===== config.mk =====
export PLATFORM = sky130hd
export DESIGN_NAME = inst_buffer
export DESIGN_NICKNAME = d
export VERILOG_FILES = /design/src/rtl/inst_buffer.sv
export SDC_FILE = /design/constraint.sdc
export NUM_CORES = 2
export LEC_CHECK = 0
export BUFFER_PORTS_ARGS = -buffer_cell sky130_fd_sc_hd__buf_2
export CORE_MARGIN = 10
export CORE_UTILIZATION = 45
export DETAILED_ROUTE_END_ITERATION = 6
export SETUP_SLACK_MARGIN = 0.4
export SLEW_MARGIN = 20
export SYNTH_ARGS = -nofsm -noshare
export SYNTH_HDL_FRONTEND = slang
export SYNTH_SLANG_ARGS = --single-unit

===== constraint.sdc =====
create_clock -name clock -period 3.75 [get_ports clock]
set_input_delay 0.5625 -clock clock [delete_from_list [all_inputs] [get_ports clock]]
set_output_delay 0.5625 -clock clock [all_outputs]
set_load 0.01 [all_outputs]

===== src/rtl/inst_buffer.sv =====
// Circular instruction buffer between fetch and dispatch: multi-packet enqueue at
// the tail, in-order multi-packet dequeue from the head, synchronous flush.
module inst_buffer #(
  parameter int DEPTH          = 8,
  parameter int FETCH_WIDTH    = 2,
  parameter int DISPATCH_WIDTH = 2,
  parameter int INST_W         = 32,
  parameter int PC_W           = 32,
  localparam int PKT_W         = INST_W + PC_W + 1,
  localparam int FN_W          = $clog2(FETCH_WIDTH + 1),
  localparam int DN_W          = $clog2(DISPATCH_WIDTH + 1),
  localparam int CNT_W         = $clog2(DEPTH + 1)
) (
  input  logic                                   clock,
  input  logic                                   reset,
  input  logic                                   flush,
  input  logic [FETCH_WIDTH-1:0][PKT_W-1:0]      fetch_packets,
  input  logic [FN_W-1:0]                        num_fetched,
  input  logic [DN_W-1:0]                        num_dispatched,
  output logic [DISPATCH_WIDTH-1:0][PKT_W-1:0]   dispatch_packets,
  output logic [DN_W-1:0]                        num_valid,
  output logic [CNT_W-1:0]                       free_slots
);

  localparam int PTR_W = $clog2(DEPTH);

  logic [PKT_W-1:0] entries [DEPTH];
  logic [PTR_W-1:0] head;
  logic [PTR_W-1:0] tail;
  logic [CNT_W-1:0] count;

  logic [DN_W-1:0]  deq;
  logic [FN_W-1:0]  enq;

  always_comb begin
    num_valid  = (count >= CNT_W'(DISPATCH_WIDTH)) ? DN_W'(DISPATCH_WIDTH) : DN_W'(count);
    free_slots = CNT_W'(DEPTH) - count;
    deq        = (num_dispatched > num_valid) ? num_valid : num_dispatched;
    // Space freed by this cycle's dequeue is deliberately not reusable until next cycle.
    enq        = (CNT_W'(num_fetched) > free_slots) ? FN_W'(free_slots) : num_fetched;
  end

  always_comb begin
    dispatch_packets = '0;
    for (int unsigned i = 0; i < DISPATCH_WIDTH; i++) begin
      if (DN_W'(i) < num_valid)
        dispatch_packets[i] = entries[head + PTR_W'(i)];
    end
  end

  always_ff @(posedge clock or negedge reset) begin
    if (!reset) begin
      head  <= '0;
      tail  <= '0;
      count <= '0;
      for (int unsigned k = 0; k < DEPTH; k++)
        entries[k] <= '0;
    end else if (flush) begin
      head  <= '0;
      tail  <= '0;
      count <= '0;
    end else begin
      for (int unsigned j = 0; j < FETCH_WIDTH; j++) begin
        if (FN_W'(j) < enq)
          entries[tail + PTR_W'(j)] <= fetch_packets[j];
      end
      head  <= head + PTR_W'(deq);
      tail  <= tail + PTR_W'(enq);
      count <= count + CNT_W'(enq) - CNT_W'(deq);
    end
  end

  count_bounded: assert property (@(posedge clock) disable iff (!reset)
    count <= CNT_W'(DEPTH));
  ptr_consistent: assert property (@(posedge clock) disable iff (!reset)
    PTR_W'(tail - head) == count[PTR_W-1:0]);

endmodule

# After elaboration in Yosys (flattened, before gate mapping)
# Cells that the tools add are included.
# op_classes
bitwise	4
n_reduce_logical	2
mux	23
order_cmp	13
addsub	7
# ops
cell	count
two-way mux 520 bit	3
bitwise mux 520 bit	2
two-way mux 65 bit	8
binary-select mux 65 bit (select 3 bit)	2
demux 65 bit (select 3 bit)	2
greater-or-equal comparator 4 bit (second input constant)	4
NOT 3 -> 4 bit	4
less-than comparator 1 x 2 -> 1 bit (first input constant)	4
less-than comparator 4 x 1 -> 1 bit (second input constant)	2
adder 3 x 1 -> 3 bit (second input constant)	2
adder 3 x 2 -> 3 bit	2
two-way mux 2 bit	3
two-way mux 3 bit	2
adder 4 x 2 -> 4 bit	1
greater-or-equal comparator 4 x 2 -> 1 bit (second input constant)	1
> comparator 2 x 4 -> 1 bit	1
two-way mux 4 bit	1
subtractor 4 x 2 -> 4 bit	1
subtractor 4 bit (first input constant)	1
> comparator 2 bit	1
logical AND 1 bit	2
# totals
register_bits	530
out_inout_bits	136
word_cells	60
in_bits	137

# Longest topological paths before layout
# depth
depth_word	10
depth_mapped	19
depth_no_buf	18

# Worst setup path before layout
# No wires, ideal clock.
# synth_path
kind	reg-to-reg
start	register count[0]
end	register count[3]
setup_slack_ps	207
arrival_time_ps	3411
setup_time_ps	132
path_stages_with_launch	16
period_less_slack_ps	3543
n_path_buf	0
t_required_ps	3618
cell_sequence	dfrtp_1 -> inv_1 -> ha_1 -> inv_1 -> ha_1 -> nand2b_1 -> a221o_2 -> o21ai_2 -> and2_1 -> fa_1 -> inv_1 -> ha_1 -> a21o_1 -> a21oi_1 -> xnor2_1 -> nor2_1
# synth_between
elab_chain_cells	6
elab_cells_between_ends	10
classes_between	3 x add/sub; 3 x order compare; 4 x mux
# synth_lines
element	line	source
start, declared	30	logic [CNT_W-1:0] count;
start signal, assigned	69	count <= count + CNT_W'(enq) - CNT_W'(deq);
subtractor 4 bit *	37	free_slots = CNT_W'(DEPTH) - count;
named net free_slots[1]	22	output logic [CNT_W-1:0] free_slots
> comparator 2 x 4 -> 1 bit	40	enq = (CNT_W'(num_fetched) > free_slots) ? FN_W'(free_slots) : num_fetched;
two-way mux 2 bit *	40	
adder 4 x 2 -> 4 bit *	69	
subtractor 4 x 2 -> 4 bit *	69	
two-way mux 4 bit *	58	end else if (flush) begin
# The timed path passes the listed nets; every way through them passes the cells marked *.
# A chain may end at the register's enable or synchronous reset.

==> impl_metrics.tcl <==
set metrics [dict create \
    finalHoldViolCount 0 \
    cp-end-kind "primary output" \
    layout_min_cycle_time_ps 3380 \
    cts_buffers 61 \
    worstMarginPinSlew_ps 803 \
    ys_seq_area_share_pct 40.6 \
    synth_area_leaders "dfrtp_1 (41%), o22a_1 (28%), mux4_2 (18%)" \
    fp.dieW_um 290 \
    fin_nets 2940 \
    grt_max_degree 111 \
    yosysWarningCount 0 \
    tns_ps 0 \
    via_count 27900 \
    yosys.cell_types.count 37 \
    drc_errors 0 \
    dr.pass1.iters 6 \
    gr-usage-all-layers_pct 30.5 \
    rows 98 \
    final-setup-viol-count 0 \
    place_ws_ps 236 \
    finalClockSkew_ps 26.5 \
    crit_arrival_ps 2820 \
    antenna_found_initial 29 \
    clock_latency_ps 650 \
    slew_headroom_pct 46.1 \
    critPathRequiredTime_ps 3190 \
    synth_top_area_share_pct 40.6 \
    drv_slew 0 \
    clkTransAtPathRegs_ps 60 \
    routed_wl_um 132000 \
    die_h_um 290 \
    worstSetupPathType "reg -> out" \
    outcome "finished, final reports clean" \
    netlist_area_um2 32700 \
    die_area_um2 83800 \
    hp-class "in -> reg" \
    avgViaCountPerCell 7.36 \
    areaGrowthSynthToFinish_pct 17.2 \
    max-cap-violations 0 \
    pin_count 273 \
    initial_utilization_pct 45.6 \
    ys_seq_elements 530 \
    synthArstFlopShare_pct 100 \
    clockBufferDepth 3 \
    grt_pass1_vias 29100 \
    post_drt_wl_per_cell_um 34.8 \
    worst_slack_ps 367 \
    final_common_cell "o22a_1" \
    dp_hpwl_um 73400 \
    drive_above_1_share_pct 30.9 \
    ir_worst_vdd_uv 686 \
    htree_levels 2 \
    critPathLaunchType "flip-flop" \
    hold_start "fetch_packets[79]" \
    root_buffer "clkbuf_16" \
    p_leak_nw 13.8 \
    syn-num-nets 2887 \
    synthCells 2730 \
    fin_crit_sh_pct 90.2 \
    numPortBuffers 272 \
    final_core_util_pct 53.4 \
    rsz0062_at_grt "true" \
    cts_tree "yes" \
    reg2reg_from "count[1]$_DFF_PN0_" \
    drt-initial-drc-count 3608 \
    synth_edf_count 0 \
    fmax_ghz 0.296 \
    startpoint "head[0]$_DFF_PN0_" \
    synth_flop_cell "dfrtp_1" \
    layout_common_cells "o22a_1 (1040), dfrtp_1 (526), buf_2 (269), mux4_2 (260), nand2_1 (125)" \
    gp_congestion 0.827 \
    syn_area_per_cell_um2 12.0 \
    yosysTopAreaCell "dfrtp_1" \
    coreArea_um2 71700 \
    pwr_density_cell_nw_per_um2 1140 \
    grt_overflow 0 \
    grt_first_pass_wirelength_um 194000 \
    crit_path_max_fanout 6 \
    ant_nets 0 \
    clock-sinks 530 \
]
synthesized netlist by cell type, drive strengths merged, types with 2 or more instances:
| library cell | n |
|---|---|
| buf | 225 |
| o21ai | 2 |
| and2 | 2 |
| nand3 | 3 |
| mux2i | 65 |
| clkbuf | 231 |
| dfrtp | 530 |
| a21oi | 75 |
| fa | 4 |
| inv | 19 |
| ha | 16 |
| mux4 | 260 |
| xor2 | 3 |
| nand4 | 7 |
| o22a | 1040 |
| nor2 | 79 |
| nor2b | 6 |
| nand2b | 2 |
| xnor2 | 7 |
| a211o | 6 |
| nand2 | 136 |
| a21o | 2 |
logic make-up after synthesis:
kind of cell               after synthesis  synth area share (%)
AOI/OAI and AO/OA                     1132                  29.5
and+or+nand+nor                        238                  2.93
DFF                                    530                  40.6
xor gates and xnor gates                10                 0.268
buffers and inverters                  475                  5.99
muxes                                  325                  19.9
adders and majority gates               20                 0.857
stage by stage:
step	std cells	power (mW)	cell area [um2]	hold slack, ps
2_1_floorplan	2730	26.6	32700	267
3_3_place_gp	3612	34.4	35000	493
3_5_place_dp	3612	35.1	35000	498
4_1_cts	3765	42.7	37900	79.9
5_1_grt	3794	45.5	38300	379
6_report	3795	43.5	38300	374
path summary, 6_finish.rpt:
check | depth (start not counted) | slack (ps) | endpoint
min in group asynchronous | 2 | 390 | entries[334]$_DFFE_PN0N_
hold / removal | 3 | 370 | entries[209]$_DFFE_PN0N_
max in group asynchronous | 4 | 2200 | entries[429]$_DFFE_PN0N_
setup reg to reg | 14 | 470 | entries[43]$_DFFE_PN0N_
setup / recovery | 9 | 370 | dispatch_packets[69]
hold reg to reg | 1 | 520 | entries[393]$_DFFE_PN0N_
layer usage:
layer / routed length [um] / GRT usage, % / vias up
met2: 62800 / 49.2 / 1800
li1: - / - / 11100
met5: 154 / 0 / -
met3: 13500 / 7.62 / 392
met1: 49500 / 38.6 / 14600
met4: 6020 / 13.4 / 28
worst max-delay path, cell delays in order (launching register included):
cell and delay (ps):
dfrtp_4 520, ha_4 310, buf_6 120, buf_12 130, buf_12 110, buf_16 130, mux4_2 510, nand2_2 90
a21oi_2 90, buf_2 170
registers in the layout, summed over array words and instances, names as in the netlist:
signal	count
head	3
entries	520
count	4
tail	3
what timing repair did:
action                                 4_1_cts  5_1_grt
endpoints found under the hold margin        0       26
setup endpoints to repair                  464      468
hold buffers                                 0        1
gates resized for setup                     38       38
cloned                                      14        7
pin swaps                                    5       21
buffers inserted                            27        8
area by class of cell:
type | instances | area [um2]
Sequential cell | 530 | 13300
Antenna cell | 13 | 32.5
Timing Repair Buffer | 445 | 3860
Clock buffer | 95 | 1840
Multi-Input combinational cell | 1726 | 17900
Fill cell | 6062 | 33400
Tap cell | 950 | 1190
Inverter | 19 | 71.3
Clock inverter | 17 | 174
report_power, final:
part,switching (mW),internal [mW],total (mW)
sequential,2.34,8.69,11.0
clock,2.56,3.54,6.10
combinational,13.2,13.1,26.3
total,18.1,25.3,43.5
Power figures use the tool's default switching activity.
